`src/rtl/histogram_frame_sequencer.sv`:
```
// -----------------------------------------------------------------------------
// histogram_frame_sequencer
//
// Per-frame controller for the gray-level histogram datapath. It lets the
// histogram accumulator run for exactly one whole frame. It then scans the
// 256-bin histogram RAM and, during that scan, builds the cumulative histogram,
// the peak bin count and the percentile threshold bin. Finally it clears the
// histogram RAM so it is ready for the next frame.
//
// Optional feature macro: HISTSEQ_THRESH_SMOOTH_EN
//   defined   : oThresh is the rounded mean of the previous oThresh and the new
//               threshold bin. The first result after reset is loaded directly.
//   undefined : oThresh takes the new threshold bin directly.
//
// Ports
//   iClk            clock
//   iRst            synchronous reset, active-high
//   iFval           frame valid from the camera path
//   iThreshPercent  threshold fraction in 1/256 units, latched when SCAN starts
//   oAccumEn        histogram accumulator may increment bins
//   oHistRdAddr     histogram RAM read address (1-cycle read latency)
//   iHistRdData     histogram RAM read data
//   oHistWrEn       histogram RAM write enable (clearing only)
//   oHistWrAddr     histogram RAM write address
//   oHistWrData     histogram RAM write data (always 0)
//   oCumWrEn        cumulative RAM write enable
//   oCumWrAddr      cumulative RAM write address
//   oCumWrData      cumulative value (saturating)
//   oMaxValue       peak bin count of the last completed frame
//   oThresh         threshold bin of the last completed frame
//   oBusy           high while scanning or clearing
//   oDone           one-cycle pulse when oMaxValue/oThresh update
// -----------------------------------------------------------------------------
module histogram_frame_sequencer #(
    parameter int BIN_W        = 20,
    parameter int TOTAL_PIXELS = 384000
) (
    input  logic             iClk,
    input  logic             iRst,
    input  logic             iFval,
    input  logic [7:0]       iThreshPercent,
    output logic             oAccumEn,
    output logic [7:0]       oHistRdAddr,
    input  logic [BIN_W-1:0] iHistRdData,
    output logic             oHistWrEn,
    output logic [7:0]       oHistWrAddr,
    output logic [BIN_W-1:0] oHistWrData,
    output logic             oCumWrEn,
    output logic [7:0]       oCumWrAddr,
    output logic [BIN_W-1:0] oCumWrData,
    output logic [BIN_W-1:0] oMaxValue,
    output logic [7:0]       oThresh,
    output logic             oBusy,
    output logic             oDone
);

    // Width used to compare the running sum against the 28-bit target.
    localparam int CMP_W = (BIN_W > 28) ? BIN_W : 28;

    typedef enum logic [2:0] {
        ST_CLEAR,
        ST_IDLE,
        ST_ACCUM,
        ST_SCAN,
        ST_DONE
    } state_t;

    state_t           state_reg, state_next;
    logic [8:0]       addr_reg, addr_next;
    logic             after_scan_reg, after_scan_next;
    logic             fval_reg;
    logic [27:0]      target_reg;
    logic [BIN_W-1:0] sum_reg;
    logic [BIN_W-1:0] max_reg;
    logic             found_reg;
    logic [7:0]       thr_reg;
    logic [BIN_W-1:0] max_value_reg;
    logic [7:0]       thresh_reg;
`ifdef HISTSEQ_THRESH_SMOOTH_EN
    logic             smooth_valid_reg;
    logic [8:0]       thresh_sum;
`endif

    logic             fval_rise;
    logic             fval_fall;
    logic             scan_wr;
    logic [7:0]       scan_wr_addr;
    logic [BIN_W:0]   sum_wide;
    logic [BIN_W-1:0] sum_new;
    logic [CMP_W-1:0] sum_cmp;
    logic [CMP_W-1:0] target_cmp;
    logic             target_hit;
    logic [27:0]      target_full;

    assign fval_rise = iFval & ~fval_reg;
    assign fval_fall = ~iFval & fval_reg;

    // SCAN runs addr_reg 0..256: the read for bin k is issued at addr_reg=k
    // and its data is consumed (and the cumulative write made) at addr_reg=k+1.
    assign scan_wr      = (state_reg == ST_SCAN) && (addr_reg != 9'd0);
    assign scan_wr_addr = addr_reg[7:0] - 8'd1;

    assign sum_wide = {1'b0, sum_reg} + {1'b0, iHistRdData};
    assign sum_new  = sum_wide[BIN_W] ? {BIN_W{1'b1}} : sum_wide[BIN_W-1:0];

    assign sum_cmp    = CMP_W'(sum_new);
    assign target_cmp = CMP_W'(target_reg);
    assign target_hit = (sum_cmp >= target_cmp);

    assign target_full = 28'(TOTAL_PIXELS) * 28'(iThreshPercent);

`ifdef HISTSEQ_THRESH_SMOOTH_EN
    assign thresh_sum = {1'b0, thresh_reg} + {1'b0, thr_reg} + 9'd1;
`endif

    // Next-state logic.
    always_comb begin
        state_next      = state_reg;
        addr_next       = addr_reg;
        after_scan_next = after_scan_reg;
        case (state_reg)
            ST_CLEAR: begin
                if (addr_reg == 9'd255) begin
                    addr_next       = 9'd0;
                    after_scan_next = 1'b0;
                    // The clear that follows reset has no results to publish.
                    state_next      = after_scan_reg ? ST_DONE : ST_IDLE;
                end else begin
                    addr_next = addr_reg + 9'd1;
                end
            end
            ST_IDLE: begin
                // A frame that is already running when IDLE is entered shows no
                // rising edge here, so partial frames are skipped.
                if (fval_rise) begin
                    state_next = ST_ACCUM;
                end
            end
            ST_ACCUM: begin
                if (fval_fall) begin
                    state_next = ST_SCAN;
                    addr_next  = 9'd0;
                end
            end
            ST_SCAN: begin
                if (addr_reg == 9'd256) begin
                    state_next      = ST_CLEAR;
                    addr_next       = 9'd0;
                    after_scan_next = 1'b1;
                end else begin
                    addr_next = addr_reg + 9'd1;
                end
            end
            ST_DONE: begin
                state_next = ST_IDLE;
            end
            default: begin
                state_next = ST_CLEAR;
                addr_next  = 9'd0;
            end
        endcase
    end

    // State, scan accumulators and published results.
    always_ff @(posedge iClk) begin
        if (iRst) begin
            state_reg      <= ST_CLEAR;
            addr_reg       <= 9'd0;
            after_scan_reg <= 1'b0;
            fval_reg       <= 1'b0;
            target_reg     <= 28'd0;
            sum_reg        <= '0;
            max_reg        <= '0;
            found_reg      <= 1'b0;
            thr_reg        <= 8'd0;
            max_value_reg  <= '0;
            thresh_reg     <= 8'd0;
`ifdef HISTSEQ_THRESH_SMOOTH_EN
            smooth_valid_reg <= 1'b0;
`endif
        end else begin
            state_reg      <= state_next;
            addr_reg       <= addr_next;
            after_scan_reg <= after_scan_next;
            fval_reg       <= iFval;

            // Entering SCAN: latch the percentile target and restart the scan.
            if ((state_reg == ST_ACCUM) && fval_fall) begin
                target_reg <= target_full >> 8;
                sum_reg    <= '0;
                max_reg    <= '0;
                found_reg  <= 1'b0;
                thr_reg    <= 8'd255;
            end

            if (scan_wr) begin
                sum_reg <= sum_new;
                if (iHistRdData > max_reg) begin
                    max_reg <= iHistRdData;
                end
                if (!found_reg && target_hit) begin
                    found_reg <= 1'b1;
                    thr_reg   <= scan_wr_addr;
                end
            end

            if (state_reg == ST_DONE) begin
                max_value_reg <= max_reg;
`ifdef HISTSEQ_THRESH_SMOOTH_EN
                smooth_valid_reg <= 1'b1;
                if (smooth_valid_reg) begin
                    thresh_reg <= thresh_sum[8:1];
                end else begin
                    thresh_reg <= thr_reg;
                end
`else
                thresh_reg <= thr_reg;
`endif
            end
        end
    end

    // Outputs.
    assign oAccumEn    = (state_reg == ST_ACCUM) && fval_reg && iFval;
    assign oHistRdAddr = (state_reg == ST_SCAN) ? addr_reg[7:0] : 8'd0;
    // No RAM writes while reset is held; the clear sweep starts on release.
    assign oHistWrEn   = (state_reg == ST_CLEAR) && !iRst;
    assign oHistWrAddr = (state_reg == ST_CLEAR) ? addr_reg[7:0] : 8'd0;
    assign oHistWrData = '0;
    assign oCumWrEn    = scan_wr;
    assign oCumWrAddr  = scan_wr ? scan_wr_addr : 8'd0;
    assign oCumWrData  = scan_wr ? sum_new : '0;
    assign oMaxValue   = max_value_reg;
    assign oThresh     = thresh_reg;
    assign oBusy       = (state_reg == ST_SCAN) || (state_reg == ST_CLEAR);
    assign oDone       = (state_reg == ST_DONE);

endmodule

```
`config.mk`:
```
export PLATFORM = sky130hd
export DESIGN_NAME = histogram_frame_sequencer
export DESIGN_NICKNAME = d
export VERILOG_FILES = /design/src/rtl/histogram_frame_sequencer.sv
export SDC_FILE = /design/constraint.sdc
export NUM_CORES = 1
export LEC_CHECK = 0
export BUFFER_PORTS_ARGS = -buffer_cell sky130_fd_sc_hd__buf_2
export CAP_MARGIN = 20
export CORE_MARGIN = 1.5
export CORE_UTILIZATION = 50
export CTS_BUF_LIST = sky130_fd_sc_hd__clkbuf_16
export DETAILED_ROUTE_END_ITERATION = 7
export GPL_ROUTABILITY_DRIVEN = 0
export GPL_TIMING_DRIVEN = 0
export PLACE_DENSITY = 0.69
export SYNTH_ARGS = -nofsm -noshare
export SYNTH_HDL_FRONTEND = slang
export SYNTH_SLANG_ARGS = --single-unit
```
`constraint.sdc`:
```
create_clock -name iClk -period 12.1 [get_ports iClk]
set_clock_uncertainty 0.1 [all_clocks]
set_input_delay 2.42 -clock iClk [delete_from_list [all_inputs] [get_ports iClk]]
set_output_delay 2.42 -clock iClk [all_outputs]
set_load 0.02 [all_outputs]
```
==> results of run 1 <==
-- cell type report --
type	count	area [sq um]
Tap cell	216	270
Timing Repair Buffer	107	536
Multi-Input combinational cell	755	5320
Clock inverter	7	67.6
Clock buffer	9	225
Inverter	111	417
Fill cell	1527	6600
Buffer	66	344
Sequential cell	108	2160
-- cell families after synthesis --
group	after synthesis	share of synthesized area [%]
AOI/OAI and AO/OA	239	18.7
DFF	108	26.5
muxes	20	2.45
xor gates and xnor gates	29	3.11
adders and majority gates	125	21.4
and+or+nand+nor	322	18.5
buffers and inverters	177	9.31
other	1	0.0459
-- final timing paths --
path	start	to	slack, ns	depth (start not counted)
setup / recovery	iHistRdData[0]	oCumWrData[8]	4.00	13
hold / removal	oMaxValue[5]$_SDFFE_PP0P_	oMaxValue[5]$_SDFFE_PP0P_	0.35	2
setup reg to reg	sum_reg[0]$_SDFFE_PP0P_	thr_reg[3]$_SDFF_PP0_	6.54	20
hold reg to reg	oMaxValue[5]$_SDFFE_PP0P_	oMaxValue[5]$_SDFFE_PP0P_	0.35	2
-- placed cells by master, fill, tap and decap left out, types with 3 or more instances in the layout --
| master | synthesis | routed |
|---|---|---|
| a211oi_1 | 17 | 17 |
| o21ai_0 | 37 | 37 |
| and2_1 | 17 | 17 |
| nand4_1 | 13 | 13 |
| inv_1 | 110 | 112 |
| buf_2 | 2 | 109 |
| or3_1 | 3 | 3 |
| clkbuf_16 | 0 | 9 |
| nand2b_1 | 4 | 4 |
| buf_4 | 21 | 21 |
| o21a_1 | 13 | 13 |
| nor2_1 | 66 | 66 |
| and3_1 | 12 | 12 |
| fa_1 | 25 | 25 |
| nor3_1 | 14 | 14 |
| xor2_1 | 15 | 15 |
| o21bai_1 | 6 | 6 |
| nand2_1 | 129 | 129 |
| a21o_1 | 27 | 27 |
| nand3_1 | 35 | 35 |
| a21oi_1 | 84 | 84 |
| conb_1 | 1 | 20 |
| a311oi_1 | 8 | 8 |
| and4_1 | 3 | 3 |
| o211ai_1 | 8 | 8 |
| nor2b_1 | 8 | 8 |
| dfxtp_1 | 108 | 108 |
| mux2i_1 | 20 | 20 |
| ha_1 | 100 | 100 |
| nand3b_1 | 3 | 3 |
| a22oi_1 | 9 | 9 |
| o31ai_1 | 6 | 6 |
| xnor2_1 | 14 | 14 |
| buf_1 | 4 | 4 |
| clkbuf_1 | 37 | 37 |
| a21boi_0 | 3 | 3 |
-- cells in the mapped netlist, types with 15 or more instances --
master | instances | share of area (%)
and2_1 | 17 | 1.3
a21o_1 | 27 | 2.5
clkbuf_1 | 37 | 1.7
buf_4 | 21 | 1.9
dfxtp_1 | 108 | 26
nand3_1 | 35 | 2.1
xor2_1 | 15 | 1.6
ha_1 | 100 | 15
a211oi_1 | 17 | 1.6
mux2i_1 | 20 | 2.5
a21oi_1 | 84 | 5.1
o21ai_0 | 37 | 2.3
nand2_1 | 129 | 5.9
fa_1 | 25 | 6.1
inv_1 | 110 | 5.1
nor2_1 | 66 | 3.0
-- per-stage QoR --
step	cells	setup slack, ns	total power, mW	cell area, sq um	hold slack [ns]
floorplan	1040	4.74	0.723	8240	0.331
global placement	1363	3.98	0.818	9050	0.339
detailed placement	1363	3.98	0.824	9050	0.345
CTS	1379	3.97	1.12	9340	0.354
global route	1379	3.73	1.20	9340	0.368
finish	1379	4.00	1.12	9340	0.351
-- routing by layer --
layer | wire (um) | part of all wire, %
met1 | 9290 | 46
met2 | 9640 | 48
met3 | 778 | 3.8
met4 | 546 | 2.7
met5 | 0 | 0
-- tightest hold or removal path, cell delays in order (launching register included) --
cell and delay, ns:
dfxtp_1 0.31, nand2_1 0.05, a21oi_1 0.05
-- power by group through the flow --
stage	clock, mW	combinational, mW	sequential [mW]
after floorplan	0	0.348	0.375
after global placement	0	0.441	0.377
after detailed placement	0	0.448	0.377
after CTS	0.299	0.452	0.368
after global routing	0.312	0.515	0.370
final	0.295	0.451	0.368
==> results.sh, run 1 <==
export IMPL_min_period_ns=8.10
export IMPL_grt_max_degree=18
export IMPL_cp_slowest_stage_delay_ns=0.43
export IMPL_route_antenna_remaining_nets=0
export IMPL_crit_slowest_cell="fa_1"
export IMPL_cp_data_arrival_time_ns=5.58
export IMPL_post_route_util_pct=58.6
export IMPL_ys_ff_latch=108
export IMPL_core_area_sq_um=15900
export IMPL_cts_tree="done"
export IMPL_io_buffers=107
export IMPL_die_width_um=131
export IMPL_met3_usage_pct=2.57
export IMPL_dr_pass1_iters=5
export IMPL_synth_flop_cell="dfxtp_1"
export IMPL_vias=7310
export IMPL_status="finished clean"
export IMPL_ctsResizeCount=0
export IMPL_synth_edf_count=0
export IMPL_clk_pin_slew_ns=0.07
export IMPL_cts_sinks=108
export IMPL_clock_power_share_pct=26.5
export IMPL_die_h_um=131
export IMPL_p_int_mw=0.704
export IMPL_power_leakage_nw=4.37
export IMPL_syn2layout_area_growth_pct=14.3
export IMPL_yosysUniqueCellTypes=62
export IMPL_relSlewSlack_pct=35.7
export IMPL_finalSetupTns_ns=0
export IMPL_wl_um=20300
export IMPL_antenna_cells=0
export IMPL_avgSynthCellArea_sq_um=8.00
export IMPL_crit_buf_inv=4
export IMPL_rows=46
export IMPL_setup_violations_final=0
export IMPL_end_kind="output pin"
export IMPL_drtIter0Drc=368
export IMPL_power_switching_mw=0.411
export IMPL_path_class="input pin to output pin"
export IMPL_hold_violations=0
export IMPL_dieArea_sq_um=17100
export IMPL_fin_crit_sh_pct=67.0
export IMPL_p_comb_share_pct=40.5
export IMPL_grt_use_met2_pct=42.0
export IMPL_syn_area_sq_um=8170
export IMPL_hpwl_um=16300
export IMPL_grt_pass1_vias=6769
export IMPL_drc=0
export IMPL_track_usage_pct=24.3
export IMPL_drv_slew=0
export IMPL_grt_setup_unrepaired="false"
export IMPL_grt_most_used_layer="met2"
export IMPL_htreeDepth=3
export IMPL_routed_via_density=5.30
export IMPL_post_cts_buffers=0
export IMPL_clock_latency_ns=0.36
export IMPL_numCtsBuffers=9
export IMPL_cap_violations=0
export IMPL_crit_chain="buf_2 > ha_1 > fa_1 > a211oi_1 > o21bai_1 > o211ai_1 > a41o_1 > o21a_1 > buf_2 > buf_1 > nand2_1 > and2_1 > buf_2"
export IMPL_syn_inst=1021
export IMPL_hold_class="register to register"
export IMPL_peakVddDrop_mv=0.0747
export IMPL_critPathLaunchType="input pin"
export IMPL_crit_top_cell="buf_2"
export IMPL_fin_nets=1314
export IMPL_hold_buffers=0
export IMPL_synth_warnings=0
export IMPL_antenna_found_initial=0
export IMPL_cp_data_required_time_ns=9.58
export IMPL_yosysSeqAreaShare_pct=26.5
export IMPL_power_frac_seq_pct=33.0
export IMPL_grtUsageMet1_pct=30.9
export IMPL_async_reset_ff_share_pct=0
export IMPL_crit_family="compound AO/OA/AOI/OAI gates"
export IMPL_grt_ovfl_total=0
export IMPL_drive_gt1_share_pct=13.5
export IMPL_initial_core_util_pct=51.2
export IMPL_cts_root_buf="clkbuf_16"
export IMPL_netSwitchingFraction_pct=36.8
export IMPL_crit_fanout=10
export IMPL_clk_path_buf_depth=2
export IMPL_fmax_mhz=123
export IMPL_p_per_area_nw_per_um2=119
export IMPL_boundaryPins=128
export IMPL_wl_per_cell_um=14.7
export IMPL_grt_pass1_wl_um=32600
export IMPL_worst_slew_pin_slew_ns=0.940
No activity file was read; power rests on OpenSTA's default activity.
==> inputs of run 2 (changes only) <==
Settings changed: ABC_AREA set to 1.
Clock period 12.1 ns to 8.23 ns, I/O delays scaled along.
==> run 2 against run 1 <==
Against the previous run: first-iteration DRC count is 1.4% higher; via count is 1.1% higher; flip-flop and latch count stayed put; combinational power is 63% higher; setup slack worse by 1.6 ns; register-to-register slack worse by 2.4 ns; wire length is 4.5% lower; global-route usage is 0.85 points lower; clock power is 51% higher; hold slack better by 0.013 ns; synthesized area is 0.57% lower; critical endpoint is now oCumWrData[7].
==> results.sh, run 2 <==
export IMPL_numCtsBuffers=9
export IMPL_synth_top_family_by_area="adder cells"
export IMPL_cts_root_buf="clkbuf_16"
export IMPL_cts_sinks=108
export IMPL_muxShareOfSynthArea_pct=0
export IMPL_critPathLaunchType="input pin"
export IMPL_wl_per_cell_um=13.0
export IMPL_synth_area_top_cells="dfxtp_1 27%, ha_1 15%, inv_1 8.8%"
export IMPL_die_width_um=130
export IMPL_vias=7394
export IMPL_dr_pass1_iters=5
export IMPL_dieArea_sq_um=17000
export IMPL_setup_violations_final=0
export IMPL_antenna_cells=0
export IMPL_hold_violations=0
export IMPL_dpl_worst_slack_ns=2.41
export IMPL_avgSynthCellArea_sq_um=7.21
export IMPL_fin_crit_sh_pct=70.8
export IMPL_cp_data_required_time_ns=6.48
export IMPL_track_usage_pct=23.4
export IMPL_synth_edf_count=0
export IMPL_drtIter0Drc=373
export IMPL_p_per_area_nw_per_um2=187
export IMPL_drive_gt1_share_pct=16.2
export IMPL_grt_max_degree=22
export IMPL_yosysUniqueCellTypes=46
export IMPL_crit_family="buffers and inverters"
export IMPL_relSlewSlack_pct=52.6
export IMPL_boundaryPins=128
export IMPL_layout_setup_ws_ns=2.40
export IMPL_min_period_ns=5.83
export IMPL_path_class="input pin to output pin"
export IMPL_synth_flop_cell="dfxtp_1"
export IMPL_core_area_sq_um=15900
export IMPL_hold_buffers=0
export IMPL_synthXorXnorAreaFrac_pct=2.48
export IMPL_p_total_mw=1.74
export IMPL_power_leakage_nw=4.85
export IMPL_worst_slew_pin_slew_ns=0.712
export IMPL_finalSetupTns_ns=0
export IMPL_syn2layout_area_growth_pct=14.6
export IMPL_status="finished clean"
export IMPL_yosys_top_cells_count="191 x inv_1, 171 x nand2_1, 124 x a21oi_1"
export IMPL_end_kind="output pin"
export IMPL_post_cts_buffers=0
export IMPL_antenna_found_initial=0
export IMPL_final_cell_mix="191 x inv_1, 171 x nand2_1, 124 x a21oi_1"
export IMPL_async_reset_ff_share_pct=0
export IMPL_io_buffers=107
export IMPL_synth_area_leader_cell="dfxtp_1"
export IMPL_netSwitchingFraction_pct=40.1
export IMPL_crit_buf_inv=5
export IMPL_yosysSeqAreaShare_pct=26.6
export IMPL_drc=0
export IMPL_synth_warnings=0
export IMPL_ys_ff_latch=108
export IMPL_synthSimpleGateAreaFrac_pct=21.0
export IMPL_r2r_slack_ns=4.15
export IMPL_grt_pass1_wl_um=31600
export IMPL_peakVddDrop_mv=0.108
export IMPL_fmax_mhz=172
export IMPL_rows=46
export IMPL_power_switching_mw=0.699
export IMPL_initial_core_util_pct=51.1
export IMPL_mostFrequentLayoutCell="inv_1"
export IMPL_htreeDepth=3
export IMPL_grt_pass1_vias=6701
export IMPL_synth_compound_area_share_pct=15.5
export IMPL_drv_slew=0
export IMPL_cp_data_arrival_time_ns=4.08
export IMPL_syn_area_sq_um=8120
export IMPL_power_frac_seq_pct=32.3
export IMPL_crit_chain="buf_2 > ha_1 > fa_1 > nand2_1 > o21ai_1 > inv_1 > nor3_2 > nor2_4 > clkbuf_1 > nand3_1 > nand2_1 > inv_1 > buf_2"
export IMPL_clk_pin_slew_ns=0.08
export IMPL_ctsResizeCount=0
export IMPL_clock_latency_ns=0.36
export IMPL_die_h_um=130
export IMPL_fin_nets=1420
export IMPL_cts_tree="done"
export IMPL_p_comb_share_pct=42.2
export IMPL_grt_setup_unrepaired="false"
export IMPL_cp_slowest_stage_delay_ns=0.42
export IMPL_hpwl_um=15500
export IMPL_cap_violations=0
export IMPL_crit_slowest_cell="clkbuf_1"
export IMPL_hold_class="register to register"
export IMPL_yosys_area_share_adder_pct=21.6
export IMPL_yosysMostFrequentCell="inv_1"
export IMPL_clock_power_share_pct=25.5
export IMPL_p_int_mw=1.04
export IMPL_synth_top_cell_area_share_pct=26.6
export IMPL_wl_um=19300
export IMPL_syn_inst=1127
export IMPL_routed_via_density=4.98
export IMPL_route_antenna_remaining_nets=0
export IMPL_grt_ovfl_total=0
export IMPL_crit_fanout=10
export IMPL_clk_path_buf_depth=2
-- run 2: changes by cell type after synthesis, moves of 23 or more --
cell / previous run / this run
a21o_1: 27 / 1
a21oi_1: 84 / 124
inv_1: 110 / 191
nand2_1: 129 / 171
nor2_1: 66 / 102
nor2_2: 1 / 24
o21ai_0: 37 / 84
-- run 2: cell type report --
class | count | area, sq um
clock buffers | 9 | 225
repair buffers | 107 | 536
flip-flops and latches | 108 | 2160
well taps | 216 | 270
clock inverters | 7 | 83.8
plain buffers | 55 | 290
fillers | 1584 | 6580
multi-input cells | 784 | 5000
inverters | 199 | 747
-- run 2: kinds of logic (layout without fill, tap and decap cells) --
kind of cell,Yosys count,in the layout
XOR/XNOR,23,23
buffers and inverters,254,377
flip-flops,108,108
other,1,20
adder cells (fa/ha/maj),125,125
AO/OA/AOI/OAI,237,237
AND/OR/NAND/NOR,379,379
-- run 2: path summary, 6_finish.rpt --
path                                                 start                         end  cells after the start
worst max-delay path                        iHistRdData[0]               oCumWrData[7]                     13
worst min-delay path            target_cmp[3]$_SDFFE_PP0P_  target_cmp[3]$_SDFFE_PP0P_                      2
worst min register to register  target_cmp[3]$_SDFFE_PP0P_  target_cmp[3]$_SDFFE_PP0P_                      2
worst max register to register     sum_reg[0]$_SDFFE_PP0P_       thr_reg[3]$_SDFF_PP0_                     20
-- run 2: power groups by stage --
stage / Sequential [mW] / Combinational (mW) / Clock [mW]
CTS: 0.562 / 0.736 / 0.452
detailed placement: 0.574 / 0.731 / 0
finish: 0.562 / 0.734 / 0.444
global placement: 0.573 / 0.720 / 0
global route: 0.565 / 0.850 / 0.475
floorplan: 0.569 / 0.576 / 0
-- run 2: per-stage QoR --
stage	cells	instance area, sq um	utilization (%)	hold WS [ns]
2_1_floorplan	1146	8200	-	0.335
3_3_place_gp	1469	9000	56.7	0.352
3_5_place_dp	1469	9000	56.7	0.355
4_1_cts	1485	9310	58.6	0.370
5_1_grt	1485	9310	58.6	0.391
6_report	1485	9310	58.6	0.365
-- run 2: routing by layer --
metal / routed length (um) / track usage [%]
met1: 9250 / 31.3
met2: 9120 / 39.9
met3: 585 / 2.24
met4: 393 / 7.69
met5: 0 / 0
-- run 2: worst min-delay path, delay by kind of cell, from the launching register on --
family / cells / cell delay, ns
compound gates: 1 / 0.06
buf+inv: 1 / 0.06
flops: 1 / 0.30
